$ cat config.mk
export PLATFORM = sky130hd
export DESIGN_NAME = fetch_queue
export DESIGN_NICKNAME = d
export VERILOG_FILES = /design/src/rtl/fetch_queue.sv
export SDC_FILE = /design/constraint.sdc
export NUM_CORES = 1
export LEC_CHECK = 0
export CAP_MARGIN = 0
export CORE_MARGIN = 4
export CORE_UTILIZATION = 45
export CTS_BUF_LIST = sky130_fd_sc_hd__clkbuf_16
export DETAILED_ROUTE_END_ITERATION = 10
export GPL_TIMING_DRIVEN = 0
export HOLD_SLACK_MARGIN = 0.03
export PLACE_DENSITY_LB_ADDON = 0.05
export SLEW_MARGIN = 25
export SYNTH_ARGS = -nofsm -noshare
export SYNTH_HDL_FRONTEND = slang
export SYNTH_SLANG_ARGS = --single-unit
$ cat constraint.sdc
create_clock -name clk -period 5.7 [get_ports clk]
set_input_delay 1.14 -clock clk [delete_from_list [all_inputs] [get_ports clk]]
set_output_delay 1.14 -clock clk [all_outputs]
set_load 0.02 [all_outputs]
$ cat src/rtl/fetch_queue.sv
// fetch_queue -- dual-issue instruction fetch queue feeding decode stage S0.
//
// Fetches 32-bit instruction pairs from instruction memory. Each pair holds
// two 16-bit words. Pairs are buffered in a small FIFO. The head pair is
// presented to S0 as slots P0 (older) and P1 (younger). The head advances
// when the hazard unit raises fetch_next. A redirect from execute flushes the
// queue and any in-flight fetch, then restarts fetch at redirect_pc.
//
// Parameters:
//   QDEPTH   : queue capacity in pairs (power of 2, >= 2)
//   PC_W     : PC width in 16-bit words
//   RESET_PC : first fetch address after reset
//
// Ports:
//   clk, rst_n             : clock (rising edge); asynchronous active-low reset
//   imem_req, imem_addr    : fetch request and pair address
//   imem_rdata             : response, valid one cycle after imem_req
//                            ([15:0] = word at addr, [31:16] = word at addr+1)
//   fetch_next             : S0 consumes the presented pair this cycle
//   redirect, redirect_pc  : flush and restart fetch at redirect_pc
//   p0_instr, p0_pc        : older instruction of the head pair
//   p1_instr, p1_pc        : younger instruction of the head pair
//   pair_valid             : head pair present (covers both slots)
//
// Build option:
//   FETCHQ_BYPASS_EN : when defined, a response that arrives while the queue
//                      is empty is shown on the outputs in its arrival cycle.
//                      If S0 consumes it in that cycle, it is never written.

module fetch_queue #(
    parameter int              QDEPTH   = 4,
    parameter int              PC_W     = 8,
    parameter logic [PC_W-1:0] RESET_PC = '0
) (
    input  logic            clk,
    input  logic            rst_n,
    output logic            imem_req,
    output logic [PC_W-1:0] imem_addr,
    input  logic [31:0]     imem_rdata,
    input  logic            fetch_next,
    input  logic            redirect,
    input  logic [PC_W-1:0] redirect_pc,
    output logic [15:0]     p0_instr,
    output logic [PC_W-1:0] p0_pc,
    output logic [15:0]     p1_instr,
    output logic [PC_W-1:0] p1_pc,
    output logic            pair_valid
);

    localparam int PTR_W = $clog2(QDEPTH);
    localparam int CNT_W = PTR_W + 1;

    localparam logic [CNT_W-1:0] DEPTH_CNT = CNT_W'(QDEPTH);
    localparam logic [CNT_W:0]   DEPTH_OCC = (CNT_W + 1)'(QDEPTH);
    localparam logic [PC_W-1:0]  PC_ONE    = PC_W'(1);
    localparam logic [PC_W-1:0]  PC_TWO    = PC_W'(2);
    localparam logic [PTR_W-1:0] PTR_ONE   = PTR_W'(1);
    localparam logic [CNT_W-1:0] CNT_ONE   = CNT_W'(1);

    // Control state
    logic [PTR_W-1:0] head_reg, head_next;
    logic [PTR_W-1:0] tail_reg, tail_next;
    logic [CNT_W-1:0] count_reg, count_next;
    logic [PC_W-1:0]  pc_reg, pc_next;
    logic [PC_W-1:0]  resp_pc_reg, resp_pc_next;
    logic             inflight_reg, inflight_next;
    logic             kill_reg, kill_next;
    logic             run_reg;

    // Pair storage: full 32-bit pair word plus the pc of its first word.
    logic [31:0]     data_mem [QDEPTH];
    logic [PC_W-1:0] pcs_mem  [QDEPTH];

    logic            resp_ok;
    logic            queue_valid;
    logic            bypass;
    logic            push;
    logic            pop;
    logic [CNT_W:0]  occupancy;
    logic [31:0]     head_data;
    logic [PC_W-1:0] head_pc;

    // A response is usable when one is due this cycle, it has not been
    // marked for discard, and no redirect is flushing the queue right now.
    assign resp_ok     = inflight_reg & ~kill_reg & ~redirect;
    assign queue_valid = (count_reg != '0);

    // Occupancy counts the outstanding request as a reserved slot. The pop
    // of this cycle is deliberately not credited, which keeps the request
    // path independent of fetch_next.
    assign occupancy = {1'b0, count_reg} + {{CNT_W{1'b0}}, inflight_reg};
    assign imem_req  = run_reg & ~redirect & (occupancy < DEPTH_OCC);
    assign imem_addr = pc_reg;

`ifdef FETCHQ_BYPASS_EN
    assign bypass = resp_ok & ~queue_valid;
`else
    assign bypass = 1'b0;
`endif

    assign pair_valid = queue_valid | bypass;

    // Queue pop only touches stored entries; a bypassed pair consumed in its
    // arrival cycle is simply never written.
    assign pop  = fetch_next & queue_valid & ~redirect;
    assign push = resp_ok & ~(bypass & fetch_next);

    always_comb begin
        head_data = data_mem[head_reg];
        head_pc   = pcs_mem[head_reg];
        if (bypass) begin
            head_data = imem_rdata;
            head_pc   = resp_pc_reg;
        end
    end

    assign p0_instr = pair_valid ? head_data[15:0]    : 16'h0000;
    assign p1_instr = pair_valid ? head_data[31:16]   : 16'h0000;
    assign p0_pc    = pair_valid ? head_pc            : '0;
    assign p1_pc    = pair_valid ? (head_pc + PC_ONE) : '0;

    always_comb begin
        head_next     = head_reg;
        tail_next     = tail_reg;
        count_next    = count_reg;
        pc_next       = pc_reg;
        resp_pc_next  = resp_pc_reg;
        inflight_next = imem_req;
        // The outstanding response of a redirect cycle lands in that same
        // cycle and is already dropped by redirect priority; kill also guards
        // the cycle after, so no stale data can slip in behind a flush.
        kill_next     = redirect & inflight_reg;

        if (redirect) begin
            head_next  = '0;
            tail_next  = '0;
            count_next = '0;
            pc_next    = redirect_pc;
        end else begin
            if (imem_req) begin
                pc_next      = pc_reg + PC_TWO;
                resp_pc_next = pc_reg;
            end
            if (push) begin
                tail_next = tail_reg + PTR_ONE;
            end
            if (pop) begin
                head_next = head_reg + PTR_ONE;
            end
            case ({push, pop})
                2'b10:   count_next = count_reg + CNT_ONE;
                2'b01:   count_next = count_reg - CNT_ONE;
                default: count_next = count_reg;
            endcase
        end
    end

    always_ff @(posedge clk or negedge rst_n) begin
        if (!rst_n) begin
            head_reg     <= '0;
            tail_reg     <= '0;
            count_reg    <= '0;
            pc_reg       <= RESET_PC;
            resp_pc_reg  <= '0;
            inflight_reg <= 1'b0;
            kill_reg     <= 1'b0;
            run_reg      <= 1'b0;
        end else begin
            head_reg     <= head_next;
            tail_reg     <= tail_next;
            count_reg    <= count_next;
            pc_reg       <= pc_next;
            resp_pc_reg  <= resp_pc_next;
            inflight_reg <= inflight_next;
            kill_reg     <= kill_next;
            run_reg      <= 1'b1;
        end
    end

    // Storage needs no reset: entries are only read while count says valid.
    always_ff @(posedge clk) begin
        if (push) begin
            data_mem[tail_reg] <= imem_rdata;
            pcs_mem[tail_reg]  <= resp_pc_reg;
        end
    end

    // The request credit rule should make this unreachable.
    push_into_full: assert property (@(posedge clk) disable iff (!rst_n)
        !(push && !pop && count_reg == DEPTH_CNT));

endmodule

## After elaboration in Yosys (flattened, before gate mapping)

Memories as Yosys holds them, arrays and structs flattened.
Index checks and enable logic that the tools add are counted.

- Flip-flop bits (word level): 26
- Bits in writable memories: 160
- Input bits: 44
- Output and inout port bits: 58
- Logic and storage cells: 49
- Memories: 2

Memories:

| memory | depth | width | read ports | clocked after Yosys merged registers in | wr ports | line | source |
|---|---|---|---|---|---|---|---|
| data_mem | 4 | 32 | 1 | 0 | 1 | 71 | `logic [31:0] data_mem [QDEPTH];` |
| pcs_mem | 4 | 8 | 1 | 0 | 1 | 72 | `logic [PC_W-1:0] pcs_mem [QDEPTH];` |

- Add/sub/neg operators: 7
- $lt $le $gt $ge: 1
- Eq/ne operators: 2
- Multiplexer cells: 14
- Bitwise operators: 9
- Reduce and logical (&&, ||, !) cells: 6

Operator list:

| kind | count |
|---|---|
| two-way mux 16 bit | 2 |
| two-way mux 8 bit | 4 |
| adder 8 x 1 -> 8 bit, second input constant | 1 |
| adder 8 x 2 -> 8 bit, second input constant | 1 |
| two-way mux 2 bit | 4 |
| bitwise AND 1 bit | 7 |
| case mux 3 bit (2 select lines) | 1 |
| nonzero test 2 bit | 3 |
| nonzero test 3 bit | 2 |
| adder 2 x 1 -> 2 bit, second input constant | 2 |
| adder 3 x 1 -> 4 bit | 1 |
| less-than comparator 4 x 3 -> 1 bit, second input constant | 1 |
| adder 3 x 1 -> 3 bit, second input constant | 1 |
| two-way mux 3 bit | 1 |
| subtractor 3 x 1 -> 3 bit, second input constant | 1 |
| equality test 2 x 1 -> 1 bit, second input constant | 1 |
| equality test 2 bit, second input constant | 1 |
| two-way mux 1 bit | 2 |
| inverter 1 bit | 2 |
| AND reduction 2 bit | 1 |

## Logic depth before layout (Yosys ltp)

- Depth after elaboration: 6
- Mapped depth: 8
- Depth with buffers taken out: 7

## Worst setup path after synthesis

Ideal clock, no wire load.

- Path type: reg-to-output
- Start point: reg head_reg[0]
- End point: out p1_pc[6]
- Data arrival time: 1.913 ns
- Required time: 4.560 ns
- Slack: 2.647 ns
- Stages on the path, launching flop included: 8
- Path through: dfrtp_1 > buf_6 > buf_6 > mux4_2 > ha_1 > inv_1 > or4_1 > nand2_1

- Longest elaborated chain between the ends: 3

Ends and longest elaborated chain:

| element | line | source |
|---|---|---|
| start, declared | 61 | `logic [PTR_W-1:0] head_reg, head_next;` |
| start signal, assigned | 169 | `head_reg <= head_next;` |
| memory (4 x 8 bit) | - |  |
| adder 8 x 1 -> 8 bit | 120 | `assign p1_pc = pair_valid ? (head_pc + PC_ONE) : '0;` |
| two-way mux 8 bit | 120 |  |
| end, declared | 46 | `output logic [PC_W-1:0] p1_pc,` |

No other way between the ends.

## Worst setup path in the final report

Same ends and word-level chain as after synthesis.

==> results.yml <==
floorplanning:
  placementRows: 46
  die_w_um: 136.9
  initial_core_util_pct: 46.53
  die_area_mm2: 0.01873
  die_h_um: 136.9
  boundaryPins: 102
  core_area_mm2: 0.01606
power:
  ir_drop_v: 0.0002434
  power_density_mw_per_mm2: 447.6
  p_leak_uw: 0.003165
run_status:
  outcome: "finished, final reports clean"
synthesis:
  synthCells: 402
  synth_edf_count: 160
  avgSynthCellArea_um2: 18.59
  syn-cell-area_mm2: 0.007472
  yosysSeqAreaShare_pct: 73.01
  async_flop_share_pct: 13.98
  synth-seq-cells: 186
  synth_cell_type_count: 42
  yosysWarnings: 0
  syn_nets: 453
  synth-main-ff-cell: "edfxtp_1"
place:
  dp.cells: 719
  gp_congestion: 0.8167
  io_buffers: 101
  place_hpwl_um: 8955
  place_ws_ns: 1.714
worst_setup_path:
  critical_path_required_ns: 4.56
  startpoint: "head_reg[0]"
  critPathMaxFanout: 10
  crit_type: "reg -> out"
  crit_path_end_kind: "primary output"
  arrival_ns: 3.00
  rr_startpoint: "count_reg[2]"
  setup.worst_path.start_class: "register"
timing:
  setup_violations: 0
  rsz0062_at_grt: "no"
  fin_setup_tns_ns: 0
  relSlewSlack_pct: 49.45
  layout_setup_ws_ns: 1.557
  fin_hold_ws_ns: 0.5166
  max_freq_mhz: 241.3
  maxSlewViolCount: 0
  hold_viol: 0
  min_period_ns: 4.143
  finalClockSkew_ns: 0.01039
  tightestPinTransition_ns: 0.7583
  finalCritPeriodShare_pct: 72.69
clock_tree:
  clock-sinks: 186
  root_buffer: "clkbuf_16"
  h-tree-depth: 4
  path_clk_slew_ns: 0.06
  cts_resized: 0
  clockBufferDepth: 2
  hold_buffers: 0
  cts_made_buffers: 17
  cts_setup_buffers: 0
  cts_tree: "yes"
  insertion_delay_ns: 0.43
job:
  max_cap_viol_count: 0
drt:
  firstDrtPassIters: 4
  totalWireLength_um: 14090
  via_per_inst: 5.192
  wl_per_cell_um: 18.76
  ant_nets: 0
  drc: 0
  drt-initial-drc-count: 156
  via_count: 3899
finish:
  utilization_pct: 58.32
  antennaDiodeCount: 0
  reg_top3: "data_mem x128, pcs_mem x32"
  largest_register_ffs: 128
  syn2layout_area_growth_pct: 25.33
  nets: 573
  fin_cells: 751
  drive_gt1_share_pct: 15.14
  largest-register: "data_mem"
global_route:
  grt_max_degree: 41
  grt_pass1_vias: 4159
  antenna_found_initial: 0
  grt_pass1_wl_um: 22200
  grt-ovfl-total: 0
  gr-usage-all-layers_pct: 16.06
worst_hold_path:
  hold_path.startpoint: "resp_pc_reg[4]"
  min_path_type: "reg -> reg"
[cells in the mapped netlist, drive strengths merged, types with 5 or more instances]
| master | number | share of area (%) |
|---|---|---|
| inv | 7 | 0.35 |
| nor2 | 11 | 0.55 |
| clkbuf | 12 | 0.62 |
| dfrtp | 26 | 8.7 |
| nand2 | 20 | 1.0 |
| o21ai | 8 | 0.54 |
| ha | 6 | 1.0 |
| and2 | 46 | 3.9 |
| mux2 | 5 | 0.75 |
| buf | 6 | 0.60 |
| nand3 | 11 | 0.74 |
| edfxtp | 160 | 64 |
| mux4 | 40 | 12 |
| xnor2 | 5 | 0.59 |
[report_power, final]
group          internal (uW)  switching (uW)
registers               1570            56.1
clock network            726             476
logic                    660             701
total                   2960            1230
[layer usage]
layer  vias to the layer above  GRT usage (%)  wire length, um
met3                        15          4.154              624
met2                        92          27.30             7292
met4                         0          5.543              148
li1                       1812              -                -
met5                         -              0                0
met1                      1980          20.12             6026
[layout make-up]
| class | count | area [um^2] |
|---|---|---|
| sequential | 186 | 5455 |
| clock buffer | 17 | 425.4 |
| fill | 1213 | 6693 |
| multi-input combinational | 191 | 1909 |
| timing repair buffer | 101 | 1006 |
| clock inverter | 15 | 181.4 |
| inverter | 7 | 26.28 |
| buffer | 18 | 91.34 |
| tap | 216 | 270.3 |
[worst max-delay path: stages (launching register included)]
cell	delay, ns
dfrtp_1	0.37
buf_6	0.14
buf_6	0.15
mux4_2	0.42
ha_1	0.23
inv_1	0.06
or4_1	0.51
nand2_1	0.10
clkdlybuf4s50_1	0.61
[cells by family (layout without fill, tap and decap cells)]
group	after synthesis	in the layout	share of synthesized area, %
flip-flops	186	186	73.01
AND/OR/NAND/NOR	103	103	7.552
multiplexers	46	46	13.19
AO/OA/AOI/OAI	25	25	2.294
buffers and inverters	25	158	1.574
XOR/XNOR	9	9	1.055
adder cells (fa/ha/maj)	7	7	1.273
other	1	1	0.05019
[final timing paths]
path / endpoint / slack [ns] / depth (start not counted)
max: p1_pc[6] / 1.56 / 8
min reg2reg: pcs_mem[1][4] / 0.52 / 0
max in group asynchronous: imem_addr[7] / 4.58 / 1
min: pcs_mem[1][4] / 0.52 / 0
max reg2reg: count_reg[2] / 3.45 / 8
min in group asynchronous: imem_addr[0] / 0.72 / 1
[per-stage QoR]
step	cell area [um^2]	total power (uW)
floorplan	7472	2455
global placement	8753	3036
detailed placement	8758	3048
CTS	9365	4243
global route	9365	4395
finish	9365	4192
[cells in the final DEF, fill, tap and decap left out, drive strengths merged, types with 2 or more instances in the layout]
cell and instances:
a21o 2, a21oi 4, a221o 3, a311o 2, a32oi 2, and2 46, and3 2, buf 7
bufinv 4, clkbuf 29, clkdlybuf4s50 100, clkinv 8, dfrtp 26, edfxtp 160, ha 6, inv 9
mux2 5, mux4 40, nand2 20, nand3 11, nor2 11, nor2b 2, nor3 4, o21ai 8
or4 2, xnor2 5, xor2 4
Note: power is estimated with default switching activity, not from simulation.
